**src/rtl/fetch_pkg.sv**
```systemverilog
// fetch_pkg: shared types and constants for the instruction-fetch front end
package fetch_pkg;
    localparam logic [31:0] NOP_INST = 32'h0000_0013;
    typedef enum logic [1:0] {S_BOOT, S_RUN, S_DRAIN} fetch_state_e;
    typedef struct packed {
        logic [31:0] addr;
        logic [31:0] inst;
    } fetch_entry_t;
endpackage

```
**src/rtl/fetch_fifo.sv**
```systemverilog
// fetch_fifo: synchronous instruction buffer with push/pop/flush and occupancy count
module fetch_fifo
    import fetch_pkg::*;
#(
    parameter int DEPTH = 2
) (
    input  logic                   clk,
    input  logic                   rst,
    input  logic                   push,
    input  logic                   pop,
    input  logic                   flush,
    input  fetch_entry_t           din,
    output fetch_entry_t           dout,
    output logic [$clog2(DEPTH):0] count
);
    localparam int AW = $clog2(DEPTH);
    fetch_entry_t mem [DEPTH];
    logic [AW-1:0] rd_ptr, wr_ptr;
    assign dout = mem[rd_ptr];
    // pointer and occupancy bookkeeping; flush empties the buffer in one cycle
    always_ff @(posedge clk) begin
        if (rst || flush) begin
            rd_ptr <= '0;
            wr_ptr <= '0;
            count  <= '0;
        end else begin
            wr_ptr <= wr_ptr + AW'(push);
            rd_ptr <= rd_ptr + AW'(pop);
            count  <= count + (AW+1)'(push) - (AW+1)'(pop);
        end
    end
    // storage array, written only on push
    always_ff @(posedge clk) if (push) mem[wr_ptr] <= din;
endmodule

```
**src/rtl/fetch_unit.sv**
```systemverilog
// fetch_unit: PC, imem request/credit logic, redirect draining; perf counters under FETCH_PERF_CNT_EN
module fetch_unit
    import fetch_pkg::*;
#(
    parameter logic [31:0] RESET_PC   = 32'h0000_0000,
    parameter int          FIFO_DEPTH = 2,
    parameter int          MAX_OUT    = 2
) (
    input  logic        clk,
    input  logic        rst,
    input  logic        stall_i,
    input  logic        redirect_i,
    input  logic [31:0] redirect_pc_i,
    output logic        imem_req_o,
    output logic [31:0] imem_addr_o,
    input  logic        imem_gnt_i,
    input  logic        imem_rvalid_i,
    input  logic [31:0] imem_rdata_i,
    output logic [31:0] addr_o,
    output logic [31:0] inst_o,
    output logic        inst_valid_o
`ifdef FETCH_PERF_CNT_EN
    ,
    output logic [31:0] perf_stall_cnt_o,
    output logic [31:0] perf_bubble_cnt_o
`endif
);
    localparam int CW = $clog2(FIFO_DEPTH) + 1;
    fetch_state_e state, state_nxt;
    logic [31:0]  pc;
    logic [CW-1:0] outstanding, outstanding_nxt, discard, discard_nxt, occupancy, inflight;
    logic [CW:0]  credit_use;
    logic         redir_q, req_held, fire, rv, push, pop;
    fetch_entry_t head, din;

    assign inst_valid_o = occupancy != '0;
    assign addr_o       = inst_valid_o ? head.addr : '0;
    assign inst_o       = inst_valid_o ? head.inst : NOP_INST;
    assign inflight     = outstanding + discard;
    assign rv           = imem_rvalid_i && inflight != '0;
    assign pop          = inst_valid_o && !stall_i && !redirect_i;
    assign push         = rv && discard == '0 && !redirect_i;
    // the head leaving this cycle frees its slot, so a full-rate stream needs only two entries
    assign credit_use   = {1'b0, occupancy} + {1'b0, outstanding} - (CW+1)'(pop);
    assign imem_req_o   = !rst && state == S_RUN && !redir_q &&
                          (req_held || (credit_use < (CW+1)'(FIFO_DEPTH) && outstanding < CW'(MAX_OUT)));
    assign imem_addr_o  = rst ? RESET_PC : pc;
    assign fire         = imem_req_o && imem_gnt_i;
    // responses are in order, so the oldest live request sits outstanding words behind pc
    assign din          = '{addr: pc - 32'({outstanding, 2'b00}), inst: imem_rdata_i};

    fetch_fifo #(.DEPTH(FIFO_DEPTH)) u_fifo (
        .clk  (clk),
        .rst  (rst),
        .push (push),
        .pop  (pop),
        .flush(redirect_i),
        .din  (din),
        .dout (head),
        .count(occupancy)
    );

    // next-state: a redirect turns everything in flight into words to discard
    always_comb begin
        outstanding_nxt = redirect_i ? '0 : outstanding + CW'(fire) - CW'(push);
        discard_nxt     = redirect_i ? inflight + CW'(fire) - CW'(rv) : discard - CW'(rv && discard != '0);
        state_nxt       = state == S_BOOT ? S_RUN
                        : state == S_RUN  ? ((redirect_i && (outstanding != '0 || fire)) ? S_DRAIN : S_RUN)
                        : (discard_nxt == '0 ? S_RUN : S_DRAIN);
    end

    // state, PC and in-flight accounting
    always_ff @(posedge clk) begin
        if (rst) begin
            state       <= S_BOOT;
            pc          <= RESET_PC;
            outstanding <= '0;
            discard     <= '0;
            redir_q     <= 1'b0;
            req_held    <= 1'b0;
        end else begin
            state       <= state_nxt;
            pc          <= redirect_i ? (redirect_pc_i & ~32'h3) : pc + (fire ? 32'd4 : 32'd0);
            outstanding <= outstanding_nxt;
            discard     <= discard_nxt;
            redir_q     <= redirect_i;
            req_held    <= imem_req_o && !imem_gnt_i && !redirect_i;
        end
    end

    // a response with nothing in flight is a memory protocol error and is ignored
    always_ff @(posedge clk) begin
        if (!rst && imem_rvalid_i) assert (inflight != '0) else $error("fetch_unit: rvalid with no request in flight");
    end

`ifdef FETCH_PERF_CNT_EN
    // saturating stall and bubble counters
    always_ff @(posedge clk) begin
        if (rst) begin
            perf_stall_cnt_o  <= '0;
            perf_bubble_cnt_o <= '0;
        end else begin
            if (inst_valid_o && stall_i && ~&perf_stall_cnt_o) perf_stall_cnt_o <= perf_stall_cnt_o + 32'd1;
            if (!inst_valid_o && ~&perf_bubble_cnt_o) perf_bubble_cnt_o <= perf_bubble_cnt_o + 32'd1;
        end
    end
`endif
endmodule

```
**config.mk**
```make
export PLATFORM = sky130hd
export DESIGN_NAME = fetch_unit
export DESIGN_NICKNAME = d
export VERILOG_FILES = /design/src/rtl/fetch_pkg.sv /design/src/rtl/fetch_fifo.sv /design/src/rtl/fetch_unit.sv
export SDC_FILE = /design/constraint.sdc
export NUM_CORES = 1
export LEC_CHECK = 0
export CAP_MARGIN = 20
export CORE_ASPECT_RATIO = 0.6
export CORE_MARGIN = 10
export CORE_UTILIZATION = 43
export DETAILED_ROUTE_END_ITERATION = 12
export GPL_ROUTABILITY_DRIVEN = 0
export PLACE_DENSITY = 0.71
export SYNTH_ARGS = -nofsm -noshare
export SYNTH_HDL_FRONTEND = slang
export SYNTH_SLANG_ARGS = --single-unit
```
**constraint.sdc**
```tcl
create_clock -name clk -period 5.41 [get_ports clk]
set_clock_uncertainty 0.15 [all_clocks]
set_input_delay 1.082 -clock clk [delete_from_list [all_inputs] [get_ports clk]]
set_output_delay 1.082 -clock clk [all_outputs]
set_load 0.03 [all_outputs]
```
# Word level (Yosys, flattened, before mapping)
# Memory sizes are Yosys's and may differ from the RTL's. A register that Yosys moved wholly into a read port is not among the register bits.
# Index checks and enable logic that the tools add are counted.
[word_totals]
reg_bits = 44
mem_bits_rw = 128
out_inout_bits = 98
elab_cells = 73
mem_count = 1
[op_classes]
add_sub_neg = 14
n_lt_le_gt_ge = 2
n_eq_ne = 1
n_mux = 13
reduce_logical = 31
[memory_table]
columns = ["name", "words", "width", "rd", "rd_clocked_by_memory_dff", "wr", "line_no", "source"]
rows = [
  ["u_fifo.mem", 2, 64, 1, 1, 1, "fetch_fifo.sv:17", "fetch_entry_t mem [DEPTH];"],
]
[ops]
columns = ["operator", "n"]
rows = [
  ["2-to-1 mux 32 bit", 4],
  ["adder 32 x 3 -> 32 bit", 1],
  ["subtractor 32 x 4 -> 32 bit", 1],
  ["logical AND 1 bit", 14],
  ["2-to-1 mux 2 bit", 4],
  ["nonzero test 2 bit", 4],
  ["subtractor 2 x 1 -> 2 bit", 4],
  ["adder 2 x 1 -> 2 bit", 3],
  ["logical NOT 2 bit", 3],
  ["logical NOT 1 bit", 5],
  ["2-to-1 mux 1 bit", 4],
  ["OR reduction 2 bit", 2],
  ["adder 2 x 2 -> 3 bit", 1],
  ["logical OR 1 bit", 3],
  ["less-than comparator 3 x 2 -> 1 bit (second input constant)", 1],
  ["2-to-1 mux 3 bit", 1],
  ["subtractor 3 x 1 -> 3 bit", 1],
  ["adder 1 bit", 2],
  ["adder 2 bit", 1],
  ["equality test 2 x 1 -> 1 bit (second input constant)", 1],
  ["less-than comparator 2 bit (second input constant)", 1],
]

# Longest topological paths before layout
# Gate-level depths: netlist (run 1).
[logic_depth]
word_depth = 16
depth_mapped = 18

# Hierarchy
# From an unflattened synthesis (run 1), not the netlist that was laid out.
[unflattened]
hier_cells = 677
area_unflattened_um2 = 8458.1
[by_module_without_submodules]
columns = ["mod", "instances", "cells_each", "area_per_inst_um2"]
rows = [
  ["fetch_fifo", 1, 216, 5041.1],
  ["fetch_unit", 1, 461, 3417.0],
]

# Worst setup path after synthesis (run 1)
# No wires, ideal clock.
[synth_timing]
kind = "input to register"
from = "input redirect_i"
to = "register pc[20]"
setup_ns = 0.091
arrival_ns = 5.058
path_slack_ns = 0.111
path_stages = 17
path_buffers = 3
cell_sequence = "clkbuf_1 > clkbuf_1 > nor3_1 > ha_1 > inv_1 > nand2_1 > fa_1 > xor2_1 > a31oi_1 > nor2b_1 > and2_1 > ha_1 > nand3_4 > or4_4 > buf_6 > or3_1 > a311oi_1"
[synth_between]
elab_chain_len = 11
[synth_lines]
columns = ["element", "line_no", "source"]
rows = [
  ["from (decl)", "fetch_unit.sv:12", "input logic redirect_i,"],
  ["logical NOT 1 bit", "fetch_unit.sv:41", "assign pop = inst_valid_o && !stall_i && !redirect_i;"],
  ["logical AND 1 bit", "fetch_unit.sv:41", ""],
  ["subtractor 3 x 1 -> 3 bit", "fetch_unit.sv:44", "assign credit_use = {1'b0, occupancy} + {1'b0, outstanding} - (CW+1)'(pop);"],
  ["less-than comparator 3 x 2 -> 1 bit", "fetch_unit.sv:46", "(req_held || (credit_use < (CW+1)'(FIFO_DEPTH) && outstanding < CW'(MAX_OUT)));"],
  ["logical AND 1 bit", "fetch_unit.sv:46", ""],
  ["logical OR 1 bit", "fetch_unit.sv:46", ""],
  ["logical AND 1 bit", "fetch_unit.sv:45", "assign imem_req_o = !rst && state == S_RUN && !redir_q &&"],
  ["via imem_req_o", "fetch_unit.sv:14", "output logic imem_req_o,"],
  ["logical AND 1 bit", "fetch_unit.sv:48", "assign fire = imem_req_o && imem_gnt_i;"],
  ["2-to-1 mux 3 bit", "fetch_unit.sv:83", "pc <= redirect_i ? (redirect_pc_i & ~32'h3) : pc + (fire ? 32'd4 : 32'd0);"],
  ["adder 32 x 3 -> 32 bit", "fetch_unit.sv:83", ""],
  ["2-to-1 mux 32 bit", "fetch_unit.sv:83", ""],
  ["to (signal assigned)", "fetch_unit.sv:83", ""],
  ["to (decl)", "fetch_unit.sv:30", "logic [31:0] pc;"],
]
# The timed path passes the listed nets, and every way through them passes these cells.
# A chain may end at the register's enable or synchronous reset.

# Worst setup path after layout (run 1)
[layout_timing]
from = "input redirect_i"
to = "register pc[23]"
[layout_between]
elab_chain_len = 11
[layout_lines]
columns = ["element", "line_no"]
rows = [
  ["logical NOT 1 bit", "fetch_unit.sv:41"],
  ["logical AND 1 bit", "fetch_unit.sv:41"],
  ["subtractor 3 x 1 -> 3 bit", "fetch_unit.sv:44"],
  ["less-than comparator 3 x 2 -> 1 bit", "fetch_unit.sv:46"],
  ["logical AND 1 bit", "fetch_unit.sv:46"],
  ["logical OR 1 bit", "fetch_unit.sv:46"],
  ["logical AND 1 bit", "fetch_unit.sv:45"],
  ["logical AND 1 bit", "fetch_unit.sv:48"],
  ["2-to-1 mux 3 bit", "fetch_unit.sv:83"],
  ["adder 32 x 3 -> 32 bit", "fetch_unit.sv:83"],
  ["2-to-1 mux 32 bit *", "fetch_unit.sv:83"],
]
# Every way passes the cells marked *; elsewhere a longest branch is shown, timed or not.

==> results of run 1 <==
[kinds of logic after synthesis]
kind of cell               after synthesis  synth area share (%)
AOI/OAI and AO/OA                       54                  5.08
xor gates and xnor gates                49                  5.53
adders and majority gates               17                  2.84
buffers and inverters                   78                  4.20
DFF                                    166                  57.0
muxes                                   64                  8.00
other                                    1                0.0468
and+or+nand+nor                        271                  17.3
[flip-flops by register name, summed over array words and instances (netlist names), 2 cells and up]
signal        count
u_fifo.mem      124
outstanding       2
pc               30
u_fifo.count      2
discard           2
state             2
[layer usage]
layer  up-vias  track usage, %
met5         -               0
met4         0            2.55
met3         7            4.88
met2       196            23.4
met1      2823            23.4
li1       2797               -
[how the worst max path moves through the flow]
stage                from  endpoint  slack [ps]  depth (start not counted)
3_5_place_dp   redirect_i    pc[26]         -40                         15
2_1_floorplan  redirect_i    pc[20]         110                         17
6_report       redirect_i    pc[23]         370                         15
4_1_cts        redirect_i    pc[26]         400                         15
5_1_grt        redirect_i    pc[26]         140                         15
3_3_place_gp   redirect_i    pc[26]         150                         15
[cells in the mapped netlist (13+ instances only)]
| master | n |
|---|---|
| sky130_fd_sc_hd__edfxtp_1 | 124 |
| sky130_fd_sc_hd__nor2_1 | 111 |
| sky130_fd_sc_hd__mux2i_1 | 64 |
| sky130_fd_sc_hd__dfxtp_1 | 42 |
| sky130_fd_sc_hd__xnor2_1 | 38 |
| sky130_fd_sc_hd__clkbuf_1 | 32 |
| sky130_fd_sc_hd__nor2b_1 | 28 |
| sky130_fd_sc_hd__nand2_1 | 26 |
| sky130_fd_sc_hd__inv_1 | 23 |
| sky130_fd_sc_hd__nand4_1 | 18 |
| sky130_fd_sc_hd__ha_1 | 15 |
| sky130_fd_sc_hd__nor3_1 | 15 |
| sky130_fd_sc_hd__or3_1 | 14 |
| sky130_fd_sc_hd__o21ai_0 | 13 |
[power groups by stage]
stage          Sequential, W  Clock [W]  Combinational [W]
6_report             0.00148    0.00121           0.000399
3_3_place_gp         0.00151          0           0.000394
5_1_grt              0.00149    0.00130           0.000438
4_1_cts              0.00148    0.00124           0.000402
3_5_place_dp         0.00151          0           0.000400
2_1_floorplan        0.00148          0           0.000262
[through the flow]
step,hold WS (ps),std cells,setup slack (ps),util (%),TNS (ps)
2_1_floorplan,373,703,111,-,0
3_3_place_gp,422,1064,149,54.2,0
3_5_place_dp,433,1064,-39.3,54.2,-84.5
4_1_cts,445,1096,399,57.6,0
5_1_grt,493,1096,144,57.6,0
6_report,444,1096,371,57.6,0
[worst min-delay path: stages, from the launching register on]
cell                      delay, ps
sky130_fd_sc_hd__dfxtp_1        310
sky130_fd_sc_hd__inv_1           60
sky130_fd_sc_hd__ha_2           150
sky130_fd_sc_hd__nor2_1          40
[area by class of cell]
type                       count  area [µm²]
clock inverter                14         171
clock buffer                  18         429
fill                        1556        7710
multi-input combinational    459        3150
sequential                   166        4570
inverter                      24        90.1
timing repair buffer         175        1750
tap                          240         300
==> out/qor.json, run 1 <==
{
  "detailed_routing": {
    "routed_wire_length_per_instance_um": 18.4,
    "met2RoutedLength_mm": 8.68,
    "antenna_violating_nets_left": 0,
    "met3WireLength_mm": 1.58,
    "top_layer_used": "met4",
    "post_route_wl_mm": 20.2,
    "route.detailed.vias_per_inst": 5.31,
    "wirelength_met1_mm": 9.84,
    "drt_first_iter_violations": 379,
    "route.vias.total": 5823,
    "detailedRoute.firstPassIterationCount": 5,
    "detail_route.drc_violations": 0
  },
  "min_path": {
    "hold_path_depth": 3,
    "min_from": "u_fifo.wr_ptr",
    "timing.hold.worst_endpoint": "u_fifo.wr_ptr",
    "path_type_of_the_worst_min_delay_path": "register to register"
  },
  "floorplan": {
    "io_pins": 168,
    "initial_core_util_pct": 44.1,
    "fp.dieArea_mm2": 0.0247,
    "core_area_mm2": 0.0182,
    "fp.dieW_um": 196,
    "die_h_um": 126,
    "floorplan.rows": 38
  },
  "setup_path": {
    "r2r_end": "pc[23]",
    "critical_path_peak_fanout": 16,
    "r2r-start": "outstanding[1]",
    "kind_of_cell_with_the_highest_combined_delay_on_the_critical_path": "simple AND/OR/NAND/NOR gates",
    "critPathMostFrequentCell": "sky130_fd_sc_hd__ha_1",
    "cp-start-kind": "input pin",
    "critical_path.slowest_cell": "sky130_fd_sc_hd__or4_4",
    "worst_ep_arrival_time_ps": 5200,
    "cp_slowest_stage_delay_ps": 680,
    "worstPathCellList": "clkdlybuf4s50_1, nor3_1, ha_1, inv_1, nand2_1, fa_1, xor2_1, a31oi_1, nor2b_1, and2_1, ha_1, nand3_4, or4_4, or3_1, a2111oi_1",
    "regToRegSetupSlack_ps": 1200,
    "setup_crit_end_kind": "register",
    "worst-path-buf-inv": 2,
    "critPathRequiredTime_ps": 5570,
    "timing.setup.critical_path_class": "input pin to register",
    "timing.reg2reg.worst_path_depth": 12
  },
  "final_layout": {
    "layout_common_cells": "sky130_fd_sc_hd__clkdlybuf4s50_1 (159), sky130_fd_sc_hd__edfxtp_1 (124), sky130_fd_sc_hd__nor2_1 (110)",
    "post_synthesis_to_final_layout_area_growth_pct": 30.5,
    "post_route_cells_drive_above_1_share_pct": 7.24,
    "final_area_mm2": 0.0105,
    "most_common_cell_after_layout_fill_and_taps_aside": "sky130_fd_sc_hd__clkdlybuf4s50_1",
    "num_antenna_cells": 0,
    "design.final.nets": 930
  },
  "synthesis": {
    "synth_seq_cells": 166,
    "synthDistinctLibCells": 54,
    "synth_async_sr_flop_share_pct": 0,
    "synth_largest_type_area_fraction_pct": 46.5,
    "number_of_synthesized_flops_with_an_enable_pin": 124,
    "synth_instances": 700,
    "ys_top_cells_by_area": "sky130_fd_sc_hd__edfxtp_1 (46%), sky130_fd_sc_hd__dfxtp_1 (10%), sky130_fd_sc_hd__mux2i_1 (8.0%)",
    "area_leader_netlist": "sky130_fd_sc_hd__edfxtp_1",
    "number_of_warnings_issued_by_yosys": 0,
    "yosys_most_used_dff": "sky130_fd_sc_hd__edfxtp_1",
    "synth_sequential_area_ratio_pct": 57.0,
    "post_synth_instance_area_mm2": 0.00801,
    "postSynthAreaPerCell_um2": 11.4
  },
  "clock_network": {
    "numClockSinks": 166,
    "insertion_delay_ps": 420,
    "tritoncts_buffers": 17,
    "hold_buffers": 0,
    "clk_pin_slew_worst_paths_ps": 70,
    "root_buffer": "sky130_fd_sc_hd__clkbuf_16",
    "cts.repair_timing.setup_buffer_count": 0,
    "htree_levels": 4,
    "ctsResizeCount": 0,
    "cts.path.max_buffers": 2,
    "clock_tree_from_tritoncts": "built"
  },
  "global_route": {
    "grt_overflow_total": 0,
    "grt_start_max_net_pins": 65,
    "grt_pass1_wl_mm": 31.9,
    "grt_antenna_before_repair": 0,
    "number_of_global_route_vias_before_repair": 5546,
    "globalRouteTotalUtil_pct": 16.1
  },
  "power_and_ir_drop": {
    "share_clk_of_total_power_pct": 39.2,
    "p_leak_nw": 3.48,
    "power.density_cell_area_mw_per_mm2": 296,
    "report.power.total_w": 0.00309,
    "total_switching_power_w": 0.000819,
    "intPower_w": 0.00228,
    "irDropWorstVdd_uv": 218,
    "power.share.switching_pct": 26.5,
    "proportion_of_power_drawn_by_flip_flops_and_latches_pct": 47.9,
    "combinationalPowerShare_pct": 12.9
  },
  "sta": {
    "slew-limit-headroom_pct": 35.4,
    "maxSlewViolCount": 0,
    "grt_setup_unrepaired": "false",
    "worst-slew-pin-transition_ps": 961,
    "setup_viol": 0,
    "period_needed_ps": 5040,
    "hold_violations": 0,
    "clock.fmax_mhz": 198,
    "fin_crit_sh_pct": 93.1
  },
  "place": {
    "portBuffers": 161,
    "hpwl_mm": 14.5,
    "detailed_place.area_mm2": 0.00985
  },
  "status": {
    "outcome": "complete, no violations"
  },
  "flow_run": {
    "drv.max_cap_violation_count": 0
  }
}
(Power assumes the default switching activity.)
==> run 2, diff against run 1 <==
--- a/config.mk
+++ b/config.mk
@@ -12,6 +12,7 @@
 export DETAILED_ROUTE_END_ITERATION = 12
 export GPL_ROUTABILITY_DRIVEN = 0
 export PLACE_DENSITY = 0.71
+export SKIP_LAST_GASP = 1
 export SYNTH_ARGS = -nofsm -noshare
 export SYNTH_HDL_FRONTEND = slang
 export SYNTH_SLANG_ARGS = --single-unit
==> results of run 2 <==
No change in the layout: final DEF, timing and power equal those of run 1.
